## config.mk

```make
export PLATFORM = sky130hd
export DESIGN_NAME = adder_sum_accum_flat
export DESIGN_NICKNAME = d
export VERILOG_FILES = /design/src/rtl/adder_sum_accum_if.sv /design/src/rtl/adder_sum_accum.sv /design/src/flat_wrapper.sv
export SDC_FILE = /design/constraint.sdc
export NUM_CORES = 1
export LEC_CHECK = 0
export CORE_MARGIN = 5
export CORE_UTILIZATION = 35
export DETAILED_ROUTE_END_ITERATION = 10
export DONT_BUFFER_PORTS = 1
export PLACE_DENSITY = 0.48
export SLEW_MARGIN = 20
export SYNTH_ARGS = -nofsm -noshare
export SYNTH_HDL_FRONTEND = slang
export SYNTH_SLANG_ARGS = --single-unit
```

## constraint.sdc

```tcl
create_clock -name clk -period 2.06 [get_ports clk]
set_input_delay 0.515 -clock clk [delete_from_list [all_inputs] [get_ports clk]]
set_output_delay 0.515 -clock clk [all_outputs]
set_load 0.05 [all_outputs]
```

## src/rtl/adder_sum_accum_if.sv

```systemverilog
// Handshake bundle between the adder stage, the frame accumulator and its consumer.
// The master side drives samples and the output ready; the slave side is the accumulator.
interface adder_sum_accum_if #(
  parameter int unsigned OUT_W = 8
) ();
  logic                    in_valid;
  logic                    in_ready;
  logic signed [4:0]       in_sum;
  logic                    out_valid;
  logic                    out_ready;
  logic signed [OUT_W-1:0] out_acc;
  logic                    out_sat;

  modport master (
    output in_valid,
    output in_sum,
    output out_ready,
    input  in_ready,
    input  out_valid,
    input  out_acc,
    input  out_sat
  );

  modport slave (
    input  in_valid,
    input  in_sum,
    input  out_ready,
    output in_ready,
    output out_valid,
    output out_acc,
    output out_sat
  );
endinterface

```

## src/rtl/adder_sum_accum.sv

```systemverilog
// Accumulates frames of N_SAMPLES signed 5-bit sums into a saturating OUT_W-bit total and
// hands each frame total out on a valid/ready port with a sticky saturation flag.
module adder_sum_accum #(
  parameter int unsigned N_SAMPLES = 4,
  parameter int unsigned OUT_W     = 8
) (
  input logic               clk,
  input logic               rst_n,
  adder_sum_accum_if.slave  bus_io
);

  localparam int unsigned CntW    = $clog2(N_SAMPLES);
  localparam int          AccMaxI = int'((32'd1 << (OUT_W - 1)) - 32'd1);
  localparam int          AccMinI = -AccMaxI - 1;

  localparam logic signed [OUT_W:0] AccMax  = (OUT_W + 1)'(AccMaxI);
  localparam logic signed [OUT_W:0] AccMin  = (OUT_W + 1)'(AccMinI);
  localparam logic [CntW-1:0]       LastCnt = CntW'(N_SAMPLES - 1);

  typedef enum logic {StAccum, StHold} state_e;

  state_e                  state_q, state_d;
  logic signed [OUT_W-1:0] acc_q, acc_d;
  logic signed [OUT_W-1:0] out_acc_q, out_acc_d;
  logic [CntW-1:0]         cnt_q, cnt_d;
  logic                    sat_q, sat_d;
  logic                    out_sat_q, out_sat_d;

  logic signed [OUT_W:0]   in_ext;
  logic signed [OUT_W:0]   sum_ext;
  logic signed [OUT_W-1:0] acc_clamp;
  logic                    clamped;

  // One extra bit of headroom means the raw sum can never wrap before clamping.
  always_comb begin
    in_ext    = $signed({{(OUT_W - 4){bus_io.in_sum[4]}}, bus_io.in_sum});
    sum_ext   = $signed({acc_q[OUT_W-1], acc_q}) + in_ext;
    acc_clamp = sum_ext[OUT_W-1:0];
    clamped   = 1'b0;
    if (sum_ext > AccMax) begin
      acc_clamp = AccMax[OUT_W-1:0];
      clamped   = 1'b1;
    end else if (sum_ext < AccMin) begin
      acc_clamp = AccMin[OUT_W-1:0];
      clamped   = 1'b1;
    end
  end

  always_comb begin
    state_d   = state_q;
    acc_d     = acc_q;
    cnt_d     = cnt_q;
    sat_d     = sat_q;
    out_acc_d = out_acc_q;
    out_sat_d = out_sat_q;
    unique case (state_q)
      StAccum: begin
        if (bus_io.in_valid) begin
          acc_d = acc_clamp;
          sat_d = sat_q | clamped;
          if (cnt_q == LastCnt) begin
            state_d   = StHold;
            out_acc_d = acc_clamp;
            out_sat_d = sat_q | clamped;
          end else begin
            cnt_d = cnt_q + CntW'(1);
          end
        end
      end
      StHold: begin
        // Inputs are ignored here; in_ready is low so upstream keeps its sample.
        if (bus_io.out_ready) begin
          state_d = StAccum;
          acc_d   = '0;
          cnt_d   = '0;
          sat_d   = 1'b0;
        end
      end
    endcase
  end

  always_ff @(posedge clk or negedge rst_n) begin
    if (!rst_n) begin
      state_q   <= StAccum;
      acc_q     <= '0;
      cnt_q     <= '0;
      sat_q     <= 1'b0;
      out_acc_q <= '0;
      out_sat_q <= 1'b0;
    end else begin
      state_q   <= state_d;
      acc_q     <= acc_d;
      cnt_q     <= cnt_d;
      sat_q     <= sat_d;
      out_acc_q <= out_acc_d;
      out_sat_q <= out_sat_d;
    end
  end

  assign bus_io.in_ready  = (state_q == StAccum);
  assign bus_io.out_valid = (state_q == StHold);
  assign bus_io.out_acc   = out_acc_q;
  assign bus_io.out_sat   = out_sat_q;

endmodule

```

## src/flat_wrapper.sv

```systemverilog
// flat-port wrapper written by rule: the top's interface ports become plain ports
module adder_sum_accum_flat 
#(
  parameter int unsigned N_SAMPLES = 4,
  parameter int unsigned OUT_W     = 8
)
  (clk, rst_n, bus_io_in_valid, bus_io_in_sum, bus_io_out_ready, bus_io_in_ready, bus_io_out_valid, bus_io_out_acc, bus_io_out_sat);
  adder_sum_accum_if #(.OUT_W(OUT_W)) bus_io_i ();
  input logic clk;
  input logic rst_n;
  input wire logic [$bits(bus_io_i.in_valid)-1:0] bus_io_in_valid;
  input wire logic [$bits(bus_io_i.in_sum)-1:0] bus_io_in_sum;
  input wire logic [$bits(bus_io_i.out_ready)-1:0] bus_io_out_ready;
  output wire logic [$bits(bus_io_i.in_ready)-1:0] bus_io_in_ready;
  output wire logic [$bits(bus_io_i.out_valid)-1:0] bus_io_out_valid;
  output wire logic [$bits(bus_io_i.out_acc)-1:0] bus_io_out_acc;
  output wire logic [$bits(bus_io_i.out_sat)-1:0] bus_io_out_sat;
  assign bus_io_i.in_valid = bus_io_in_valid;
  assign bus_io_i.in_sum = bus_io_in_sum;
  assign bus_io_i.out_ready = bus_io_out_ready;
  assign bus_io_in_ready = bus_io_i.in_ready;
  assign bus_io_out_valid = bus_io_i.out_valid;
  assign bus_io_out_acc = bus_io_i.out_acc;
  assign bus_io_out_sat = bus_io_i.out_sat;
  adder_sum_accum #(.N_SAMPLES(N_SAMPLES), .OUT_W(OUT_W)) u_core (.clk(clk), .rst_n(rst_n), .bus_io(bus_io_i));
endmodule
```

==> results of run 1 <==
worst max-delay path, stage by stage, from the launching register on:
cell and delay [ps]:
dfrtp_1 430, ha_4 170, fa_2 330, a21o_1 170
a221o_1 360, a21oi_4 210, nand3_4 150, buf_4 170
o21ai_2 60, o21ai_1 70
cells in the final DEF (no fill, tap or decap), drive strengths merged, types with 2 or more instances in the layout:
cell type | netlist | routed
o21ai | 25 | 25
nand2 | 24 | 24
dfrtp | 21 | 21
buf | 0 | 19
ha | 9 | 9
a21oi | 9 | 9
a21o | 4 | 4
nor2b | 3 | 3
xor2 | 3 | 3
clkbuf | 1 | 3
xnor2 | 3 | 3
nand2b | 2 | 2
per-stage QoR:
stage	instances	setup WS, ps	utilization, %	TNS (ps)	instance area, um^2
detailed placement	181	-294	41.9	-3400	1420
global route	190	-277	45.6	-3980	1540
CTS	190	-197	45.2	-2780	1530
floorplan	121	-176	-	-2020	1250
finish	190	-183	45.6	-2450	1540
global placement	181	-267	41.9	-3130	1420
sequential cells by signal, summed over array words and instances, names as in the netlist:
name / flops
u_core.bus_io.out_valid: 1
u_core.acc_q: 8
u_core.cnt_q: 2
u_core.bus_io.out_acc: 8
u_core.sat_q: 1
u_core.bus_io.out_sat: 1
synth_stat cells (all sizes together) (2+ instances only):
| cell | instances | area (um^2) |
|---|---|---|
| nor2b | 3 | 18.8 |
| ha | 9 | 113 |
| dfrtp | 21 | 526 |
| a21oi | 9 | 78.8 |
| a21o | 4 | 30.0 |
| o21ai | 25 | 140 |
| nand2b | 2 | 12.5 |
| xor2 | 3 | 26.3 |
| nand2 | 24 | 90.1 |
| xnor2 | 3 | 26.3 |
layer usage:
metal / wire [um] / up-vias / global-route usage, %
met3: 161 / 4 / 4.93
met2: 1420 / 17 / 21.3
li1: - / 479 / -
met5: 0 / - / 0
met4: 23 / 0 / 1.30
met1: 1070 / 453 / 12.7
kinds of logic after synthesis:
group	after synthesis
AOI/OAI and AO/OA	47
and+or+nand+nor	34
adders and majority gates	10
xor gates and xnor gates	6
muxes	1
buffers and inverters	2
DFF	21
worst paths after layout:
| check | from | end | slack [ps] |
|---|---|---|---|
| worst min register to register | u_core.acc_q[7] | u_core.acc_q[7] | 500 |
| max in group asynchronous | rst_n | u_core.bus_io.out_acc[7] | 710 |
| worst max register to register | u_core.acc_q[0] | u_core.acc_q[5] | -180 |
| min in group asynchronous | rst_n | u_core.bus_io.out_acc[3] | 780 |
| worst min-delay path | bus_io_out_ready | u_core.bus_io.out_valid | 300 |
| worst max-delay path | u_core.acc_q[0] | u_core.acc_q[5] | -180 |
cell type report:
| cell class | instances | area share (%) |
|---|---|---|
| inverter | 1 | 0.243 |
| timing repair buffer | 20 | 10.9 |
| clock buffer | 3 | 1.46 |
| multi-input combinational | 98 | 49.3 |
| sequential | 21 | 34.0 |
| tap | 46 | 3.73 |
| clock inverter | 1 | 0.324 |
what timing repair did:
item                       4_1_cts  5_1_grt
gates resized for setup          5        2
hold endpoints to repair        21        0
setup buffers                    4        1
setup endpoints to repair       16       18
hold buffers                     1        0
pin swaps                        2        5
==> impl_metrics.ini, run 1 <==
[drt]
postRouteAntennaNets = 0
drt-initial-drc-count = 26
wire_per_inst_um = 14.1
route.detailed.drc = 0
routed-via-count = 953
firstDrtPassIters = 4
drt_wl_total_um = 2670
viasPerCell = 5.02

[sta]
finalHoldViolCount = 0
finalSetupViolCount = 16
worst_pin_slew_ps = 937
maxSlewHeadroom_pct = 37.3
final_max_slew_viol_count = 0
rsz0062_at_grt = true
worst_slack_ps = -183
fin_hold_ws_ps = 298
fin_worst_skew_ps = 7.90
fmax_mhz = 446
fin_crit_ps = 2240
finalCritPeriodShare_pct = 109

[synthesis]
ys_warn_count = 0
synth_adder_area_share_pct = 10.7
synthSimpleGateAreaFrac_pct = 13.8
synth_nets = 140
synth_edf_count = 0
synth_compound_area_share_pct = 27.4
netlist_area_mm2 = 0.00124
synthArstFlopShare_pct = 100
synthDistinctLibCells = 32
synth_top_family_by_area = compound AO/OA/AOI/OAI gates
synth-xor-area-share_pct = 4.25
synth.area.mux_share_pct = 0.809
synth_ff_type = dfrtp_1
ys_seq_area_share_pct = 42.5
synthCells = 121
ys_ff_latch = 21
avgSynthCellArea_um2 = 10.2

[final_layout]
syn2layout_area_growth_pct = 24.8
multi_input_area_um2 = 761
fillers = 317
n_antenna_cell = 0
regArea_um2 = 526
drive_gt1_share_pct = 28.5
fin_nets = 164

[run_status]
status = finished, violations left
violations = negative setup slack

[global_routing]
grt.overflow.total = 0
grt_max_degree = 22
grt_pass1_vias = 946
antenna_found_initial = 0
grt_pass1_wl_um = 4570
track_usage_pct = 11.6

[worst_setup_path]
crit_arrival_ps = 2440
critPathKind = reg -> reg
r2r_cells = 9
startpoint_type = register
worst-path-max-fanout = 5
cp-end-kind = register
critPathRequiredTime_ps = 2260

[cts]
cts_buffer_depth = 2
clk_pin_slew_ps = 120
htree_num_levels = 1
cts_buffers = 3
cts_tree = done
cts_root_buf = clkbuf_4
clk_latency_ps = 310
clock_sinks = 21

[job]
maxCapViolCount = 0

[die]
core_mm2 = 0.00339
num_io_pins = 20
die_y_um = 69.5
placementRows = 21
start_util_pct = 36.5
die_w_um = 69.5
dieArea_mm2 = 0.00482

[worst_hold_path]
hold_depth = 1
hold_class = in -> reg

[placed_design]
place.gp.congestion = 0.777
hpwl_um = 2090
port-buffer-count = 0
Power of run 1 is not shown: default switching activity piles up to over one toggle a cycle in this logic, so the estimate is an artifact.
==> run 2, diff against run 1 <==
- SKIP_LAST_GASP: unset -> 1
==> impl_metrics.ini, run 2 (same netlist as run 1, synthesis figures left out) <==
[worst_setup_path]
critPathKind = reg -> reg
startpoint_type = register
critical_path.top_delay_family = compound AO/OA/AOI/OAI gates
worst_path_largest_cell_delay_ps = 430
critical_path_buf_inv_count = 1
worst-path-max-fanout = 7
critPathRequiredTime_ps = 2250
cp-end-kind = register
cp_slowest_cell = dfrtp_1
crit_arrival_ps = 2470
path_cells = ha_4, fa_2, a21o_1, a221o_1, a21oi_4, buf_4, a21oi_4, a21oi_2, o21ai_1
rrSetupSlack_ps = -220
cp_common_cell = a21oi_4

[placed_design]
place.gp.congestion = 0.777
port-buffer-count = 0
hpwl_um = 2090

[global_routing]
track_usage_pct = 11.5
grt.overflow.total = 0
grt_max_degree = 22
antenna_found_initial = 0
grt_pass1_wl_um = 4540
grt_pass1_vias = 939

[die]
die_y_um = 69.5
placementRows = 21
num_io_pins = 20
dieArea_mm2 = 0.00482
die_w_um = 69.5
start_util_pct = 36.5
core_mm2 = 0.00339

[drt]
drt_wl_total_um = 2690
wire_per_inst_um = 14.1
firstDrtPassIters = 4
postRouteAntennaNets = 0
viasPerCell = 4.97
routed-via-count = 949
drt-initial-drc-count = 22
route.detailed.drc = 0

[sta]
maxSlewHeadroom_pct = 37.1
fin_worst_skew_ps = 7.59
rsz0062_at_grt = true
worst_slack_ps = -224
fin_crit_ps = 2280
final_max_slew_viol_count = 0
finalHoldViolCount = 0
fmax_mhz = 438
worst_pin_slew_ps = 941
finalSetupViolCount = 16
finalCritPeriodShare_pct = 111

[run_status]
violations = negative setup slack
status = finished, violations left

[cts]
cts_buffers = 3
clk_pin_slew_ps = 120
clk_latency_ps = 310
clock_sinks = 21
cts_root_buf = clkbuf_4
htree_num_levels = 1
cts_tree = done
cts_buffer_depth = 2

[job]
maxCapViolCount = 0

[final_layout]
final_cell_mix = nand2_1 (24), dfrtp_1 (21), buf_4 (18)
drive_gt1_share_pct = 29.0
syn2layout_area_growth_pct = 24.2
fin_nets = 165
n_antenna_cell = 0
final_common_cell = nand2_1
finish.utilization_pct = 45.3

[worst_hold_path]
hold_class = in -> reg
run 2: cell count changes in the layout (fill, tap and decap cells not counted):
cell,change
o21ai_2,+2
buf_4,+1
o21ai_4,-2
run 2: area by class of cell:
| type | count | area, um^2 |
|---|---|---|
| Fill cell | 316 | 1850 |
| Multi-Input combinational cell | 98 | 746 |
| Sequential cell | 21 | 526 |
| Timing Repair Buffer | 21 | 176 |
| Tap cell | 46 | 57.6 |
| Clock buffer | 3 | 22.5 |
| Clock inverter | 1 | 5.00 |
| Inverter | 1 | 3.75 |
run 2: worst paths after layout:
path                                   from                  endpoint  cells after the start
min reg2reg                 u_core.acc_q[7]           u_core.acc_q[7]                      2
max in group asynchronous             rst_n           u_core.cnt_q[1]                      1
max                         u_core.acc_q[0]           u_core.acc_q[3]                      9
max reg2reg                 u_core.acc_q[0]           u_core.acc_q[3]                      9
min                        bus_io_out_ready   u_core.bus_io.out_valid                      1
min in group asynchronous             rst_n  u_core.bus_io.out_acc[2]                      1
run 2: what timing repair did:
item | CTS | global route
resized for setup | 2 | 3
pin swaps | 2 | 6
endpoints found under the hold margin | 21 | 0
hold buffers | 1 | 0
buffers inserted | 4 | 2
endpoints found under the setup margin | 16 | 18
run 2: through the flow:
step | hold slack (ps) | cells | setup TNS [ps] | setup slack (ps) | instance area, um^2
2_1_floorplan | 219 | 121 | -2020 | -176 | 1250
3_3_place_gp | 220 | 181 | -3130 | -267 | 1420
3_5_place_dp | 220 | 181 | -3400 | -294 | 1420
4_1_cts | 301 | 190 | -2800 | -197 | 1510
5_1_grt | 301 | 191 | -4600 | -310 | 1540
6_report | 303 | 191 | -3060 | -224 | 1540
run 2: per-layer routing:
metal  routed length, um  global-route usage (%)  share of wire, %  vias up
met2                1430                    21.2                53       17
met1                1070                    12.6                40      447
li1                    -                       -                 -      481
met5                   0                       0                 0        -
met4                  23                    1.30              0.85        0
met3                 165                    4.93               6.1        4
Power of run 2 is left out for the same reason.
